**config.mk**
```make
export PLATFORM = sky130hd
export DESIGN_NAME = rll_key_loader
export DESIGN_NICKNAME = d
export VERILOG_FILES = /design/src/rtl/rll_pkg.sv /design/src/rtl/rll_key_shreg.sv /design/src/rtl/rll_key_loader.sv
export SDC_FILE = /design/constraint.sdc
export NUM_CORES = 1
export LEC_CHECK = 0
export CAP_MARGIN = 10
export CORE_UTILIZATION = 60
export CTS_BUF_LIST = sky130_fd_sc_hd__clkbuf_8 sky130_fd_sc_hd__clkbuf_16
export CTS_CLUSTER_SIZE = 14
export DETAILED_ROUTE_END_ITERATION = 7
export DONT_BUFFER_PORTS = 1
export MAX_ROUTING_LAYER = met4
export PLACE_DENSITY_LB_ADDON = 0.2
export SLEW_MARGIN = 20
export SYNTH_ARGS = -nofsm -noshare
export SYNTH_HDL_FRONTEND = slang
export SYNTH_HIERARCHICAL = 1
export SYNTH_SLANG_ARGS = --single-unit
```
**constraint.sdc**
```tcl
create_clock -name clk -period 2.4 [get_ports clk]
set_clock_uncertainty 0.2 [all_clocks]
set_input_delay 0.6 -clock clk [delete_from_list [all_inputs] [get_ports clk]]
set_output_delay 0.6 -clock clk [all_outputs]
set_load 0.005 [all_outputs]
```
**src/rtl/rll_pkg.sv**
```systemverilog
// Shared types and defaults for the RLL key loader slice.
package rll_pkg;

    localparam int unsigned KEY_WIDTH_DEFAULT = 16;
    localparam int unsigned TIMEOUT_DEFAULT   = 64;

    // 1: a frame is good when the total number of ones (key + parity bit) is even.
    localparam bit PARITY_EVEN = 1'b1;

    typedef enum logic [2:0] {
        IDLE,
        LOAD,
        CHECK,
        ARMED,
        ERROR
    } key_state_e;

endpackage

```
**src/rtl/rll_key_shreg.sv**
```systemverilog
// Indexed shadow register for the incoming key, with a running parity accumulator.
module rll_key_shreg
    import rll_pkg::*;
#(
    parameter int unsigned KEY_WIDTH = KEY_WIDTH_DEFAULT,
    parameter int unsigned IDX_W     = $clog2(KEY_WIDTH + 1)
) (
    input  logic                 clk,
    input  logic                 rst_n,
    input  logic                 clr,
    input  logic                 load_en,
    input  logic [IDX_W-1:0]     load_idx,
    input  logic                 load_bit,
    output logic [KEY_WIDTH-1:0] shadow,
    output logic                 parity_ok
);

    logic [KEY_WIDTH-1:0] shadow_q, shadow_d;
    logic                 acc_q, acc_d;

    // Index KEY_WIDTH is the parity bit: it only feeds the accumulator.
    always_comb begin
        shadow_d = shadow_q;
        acc_d    = acc_q;
        if (clr) begin
            shadow_d = '0;
            acc_d    = 1'b0;
        end else if (load_en) begin
            for (int unsigned i = 0; i < KEY_WIDTH; i++) begin
                if (load_idx == IDX_W'(i)) begin
                    shadow_d[i] = load_bit;
                end
            end
            acc_d = acc_q ^ load_bit;
        end
    end

    always_ff @(posedge clk) begin
        if (!rst_n) begin
            shadow_q <= '0;
            acc_q    <= 1'b0;
        end else begin
            shadow_q <= shadow_d;
            acc_q    <= acc_d;
        end
    end

    assign shadow    = shadow_q;
    assign parity_ok = (acc_q != PARITY_EVEN);

endmodule

```
**src/rtl/rll_key_loader.sv**
```systemverilog
// Loads a parity-checked serial key and drives it onto the locked core once verified.
module rll_key_loader
    import rll_pkg::*;
#(
    parameter int unsigned KEY_WIDTH = KEY_WIDTH_DEFAULT,
    parameter int unsigned TIMEOUT   = TIMEOUT_DEFAULT
) (
    input  logic                 clk,
    input  logic                 rst_n,
    input  logic                 start,
    input  logic                 ser_valid,
    input  logic                 ser_data,
    output logic                 ser_ready,
    input  logic                 zeroize,
    output logic [KEY_WIDTH-1:0] key_out,
    output logic                 key_valid,
    output logic                 busy,
    output logic                 error
);

    localparam int unsigned BW = $clog2(KEY_WIDTH + 1);
    localparam int unsigned TW = $clog2(TIMEOUT + 1);
    localparam logic [BW-1:0] LAST_IDX = BW'(KEY_WIDTH);
    localparam logic [TW-1:0] TMAX     = TW'(TIMEOUT);

    key_state_e           state_q, state_d;
    logic [BW-1:0]        bitcnt_q, bitcnt_d;
    logic [TW-1:0]        tcnt_q, tcnt_d;
    logic [KEY_WIDTH-1:0] key_q, key_d;

    logic                 xfer;
    logic                 sh_clr;
    logic                 sh_load;
    logic [KEY_WIDTH-1:0] shadow;
    logic                 parity_ok;

    assign xfer = ser_valid && (state_q == LOAD);

    always_comb begin
        state_d  = state_q;
        bitcnt_d = bitcnt_q;
        tcnt_d   = tcnt_q;
        key_d    = key_q;
        sh_clr   = 1'b0;
        sh_load  = 1'b0;
        if (zeroize) begin
            state_d  = IDLE;
            bitcnt_d = '0;
            tcnt_d   = '0;
            key_d    = '0;
            sh_clr   = 1'b1;
        end else begin
            unique case (state_q)
                IDLE: begin
                    if (start) begin
                        state_d  = LOAD;
                        bitcnt_d = '0;
                        tcnt_d   = '0;
                        sh_clr   = 1'b1;
                    end
                end
                LOAD: begin
                    if (xfer) begin
                        sh_load  = 1'b1;
                        bitcnt_d = bitcnt_q + 1'b1;
                        tcnt_d   = '0;
                        if (bitcnt_q == LAST_IDX) begin
                            state_d = CHECK;
                        end
                    end else begin
                        // Saturating idle count; hitting the limit aborts the frame.
                        if (tcnt_q < TMAX) begin
                            tcnt_d = tcnt_q + 1'b1;
                        end
                        if (tcnt_d == TMAX) begin
                            state_d = ERROR;
                        end
                    end
                end
                CHECK: begin
                    if (parity_ok) begin
                        state_d = ARMED;
                        key_d   = shadow;
                    end else begin
                        state_d = ERROR;
                        sh_clr  = 1'b1;
                    end
                end
                ARMED: begin
                end
                ERROR: begin
                end
                default: begin
                    state_d = IDLE;
                end
            endcase
        end
    end

    always_ff @(posedge clk) begin
        if (!rst_n) begin
            state_q  <= IDLE;
            bitcnt_q <= '0;
            tcnt_q   <= '0;
            key_q    <= '0;
        end else begin
            state_q  <= state_d;
            bitcnt_q <= bitcnt_d;
            tcnt_q   <= tcnt_d;
            key_q    <= key_d;
        end
    end

    rll_key_shreg #(
        .KEY_WIDTH (KEY_WIDTH),
        .IDX_W     (BW)
    ) u_shreg (
        .clk       (clk),
        .rst_n     (rst_n),
        .clr       (sh_clr),
        .load_en   (sh_load),
        .load_idx  (bitcnt_q),
        .load_bit  (ser_data),
        .shadow    (shadow),
        .parity_ok (parity_ok)
    );

    // key_q is only written on the CHECK->ARMED edge and cleared on zeroize/reset.
    assign key_out   = key_q;
    assign key_valid = (state_q == ARMED);
    assign busy      = (state_q == LOAD) || (state_q == CHECK);
    assign error     = (state_q == ERROR);
    assign ser_ready = (state_q == LOAD);

endmodule

```
==> impl_metrics.ini <==
[outcome]
status = finished, final reports clean

[power_and_ir_drop]
leakagePower_nw = 0.920
p_per_area_nw_per_um2 = 600
peakVddDrop_mv = 0.503

[timing]
fin_setup_tns_ps = 0
hold_viol_final = 0
setup_viol = 0
maxSlewViolCount = 0
maxClockFrequency_mhz = 461
fin_crit_sh = 0.905
grt_setup_unrepaired = false
fin_crit_ps = 2170
worst_pin_slew_ps = 606
slew_headroom = 0.595

[detailed_routing]
dr.first_iter.drc_count = 131
antenna_left = 0
drc = 0
wl_per_cell_um = 13.5
drtPass1Iterations = 4
vias = 1801
avgViaCountPerCell = 5.61
wirelength_um = 4340

[die]
fp.coreArea_um2 = 3660
rows = 22
die_x_um = 64.0
die_h_um = 64.0
start_util = 0.629
dieArea_um2 = 4090
pin_count = 26

[final_layout]
area_delta_synth_final_pct = 6.25
layout-drive-gt1-share = 0.0952
final_cell_count_no_fill = 321
final_nets = 281
fillers = 308
finish.utilization = 0.668
antenna_cells = 0

[critical_path]
critical_path_class = reg2out
path_max_fanout = 10
critPathArrivalTime_ps = 1370
reg2reg_slack_ps = 290
startpoint_type = flop
r2r-end = u_shreg/shadow[15]
timing.rr.start = state_q[0]
reg2regPathDepth = 5
critPathRequiredTime_ps = 1600
cp-end-kind = output pin

[placement]
dp.final_hpwl_um = 3080
gp_congestion = 0.853
port_buffers = 0
dp_cells = 313

[yosys]
synth_edf_count = 0
ys.flop_type = dfxtp_1
synth.largest_area_cell = dfxtp_1
synthCells = 273
ys_types = 54
ys_seq_elements = 48
synth_area_leaders = dfxtp_1 42%, nand2_1 11%, mux2i_1 7.0%, a21oi_1 4.6%, nor2_1 2.8%
synth.net_count = 282
synthMostInstantiatedCell = nand2_1
yosysSeqAreaShare = 0.417
async_flop_share = 0
synthesis.area_um2 = 2300
synth_top_area_frac = 0.417
ys_top_cells_by_count = 70 x nand2_1, 48 x dfxtp_1, 21 x a21oi_1, 17 x nor2_1, 16 x mux2i_1
avgSynthCellArea_um2 = 8.44
yosys_warnings = 6

[clock_network]
root_buffer = clkbuf_8
cts-buffers-inserted = 5
clock-sinks = 48
cts_resized = 0
clkSlewWorstSetupHoldPaths_ps = 90
ctsHoldBuffers = 0
cts_tree = done
clkLatencyLatePin_ps = 300
cts_setup_buffers = 0
cts_buffer_depth = 2
cts-htree-levels = 2

[global_routing]
grt_pass1_vias = 1708
grt_start_max_net_pins = 18
grt_util_all_layers = 0.242
antenna_found_initial = 0
grt_pass1_wl_um = 7600
grt_overflow_total = 0

[worst_hold_path]
hold_end = key_out[7]
hold_class = reg2reg
whs_path_depth = 2
min_from = u_shreg/shadow[7]

[job]
drv_cap = 0
-- power breakdown --
group,internal (W),switching (W)
sequential,0.000797,0.00000444
combinational,0.0000212,0.0000380
clock,0.000341,0.000266
-- worst max path at each step --
stage	from	to	slack, ps
final	state_q[1]	key_valid	230
after global routing	state_q[0]	u_shreg/shadow[8]	160
after CTS	state_q[1]	key_valid	240
after detailed placement	state_q[0]	u_shreg/shadow[15]	330
after global placement	state_q[0]	u_shreg/shadow[12]	390
after floorplan	state_q[2]	u_shreg/shadow[12]	580
-- stage by stage --
step	instance area [um2]	hold slack, ps	power (W)	setup slack [ps]
after floorplan	2300	232	0.000865	578
after global placement	2330	240	0.000879	395
after detailed placement	2330	245	0.000879	332
after CTS	2450	243	0.00148	240
after global routing	2450	242	0.00152	156
final	2450	252	0.00147	229
-- layer usage --
layer,global-route usage,vias to the layer above,part of all wire,wire length (um)
met4,0.0909,0,0.013,58
met5,-,-,0,0
met2,0.359,31,0.44,1900
met3,0.0482,8,0.043,187
met1,0.324,830,0.51,2200
li1,-,932,-,-
-- registers in the layout, summed over array words and instances (netlist names) --
register,count
tcnt_q,7
key_out,16
bitcnt_q,5
u_shreg/shadow,16
u_shreg/acc_q,1
state_q,3
-- logic make-up after synthesis --
kind of cell	share of synthesized area
fa+ha+maj	0.0163
simple gates	0.299
buf+inv	0.0500
flops	0.417
mux	0.0695
compound gates	0.121
xor+xnor	0.0266
-- layout make-up --
class / instances / area (um2) / share of cell area
Clock buffer: 6 / 82.6 / 0.0337
Clock inverter: 2 / 38.8 / 0.0158
Inverter: 10 / 40.0 / 0.0164
Multi-Input combinational cell: 202 / 1230 / 0.502
Sequential cell: 48 / 961 / 0.393
Tap cell: 48 / 60.1 / 0.0245
Timing Repair Buffer: 5 / 37.5 / 0.0153
-- cell usage in the layout, fill, tap and decap left out, types with 2 or more instances in the layout --
cell / n
xor2_1: 4
nor2_1: 17
a211oi_1: 2
nor3_1: 6
ha_1: 3
and3_1: 3
clkbuf_8: 6
o21ai_0: 6
inv_1: 9
a311oi_1: 2
mux2i_1: 16
xnor2_1: 3
nand2_1: 70
and2_1: 4
buf_4: 5
a31o_1: 2
nand4_1: 3
a21oi_1: 21
nand2b_1: 2
nand3_1: 6
dfxtp_1: 48
nor2b_1: 2
nor4b_4: 2
-- critical path: stages (launching register included) --
cell     delay, ps
dfxtp_1        680
inv_4           90
nor3_1         300
Power figures use the tool's default switching activity.
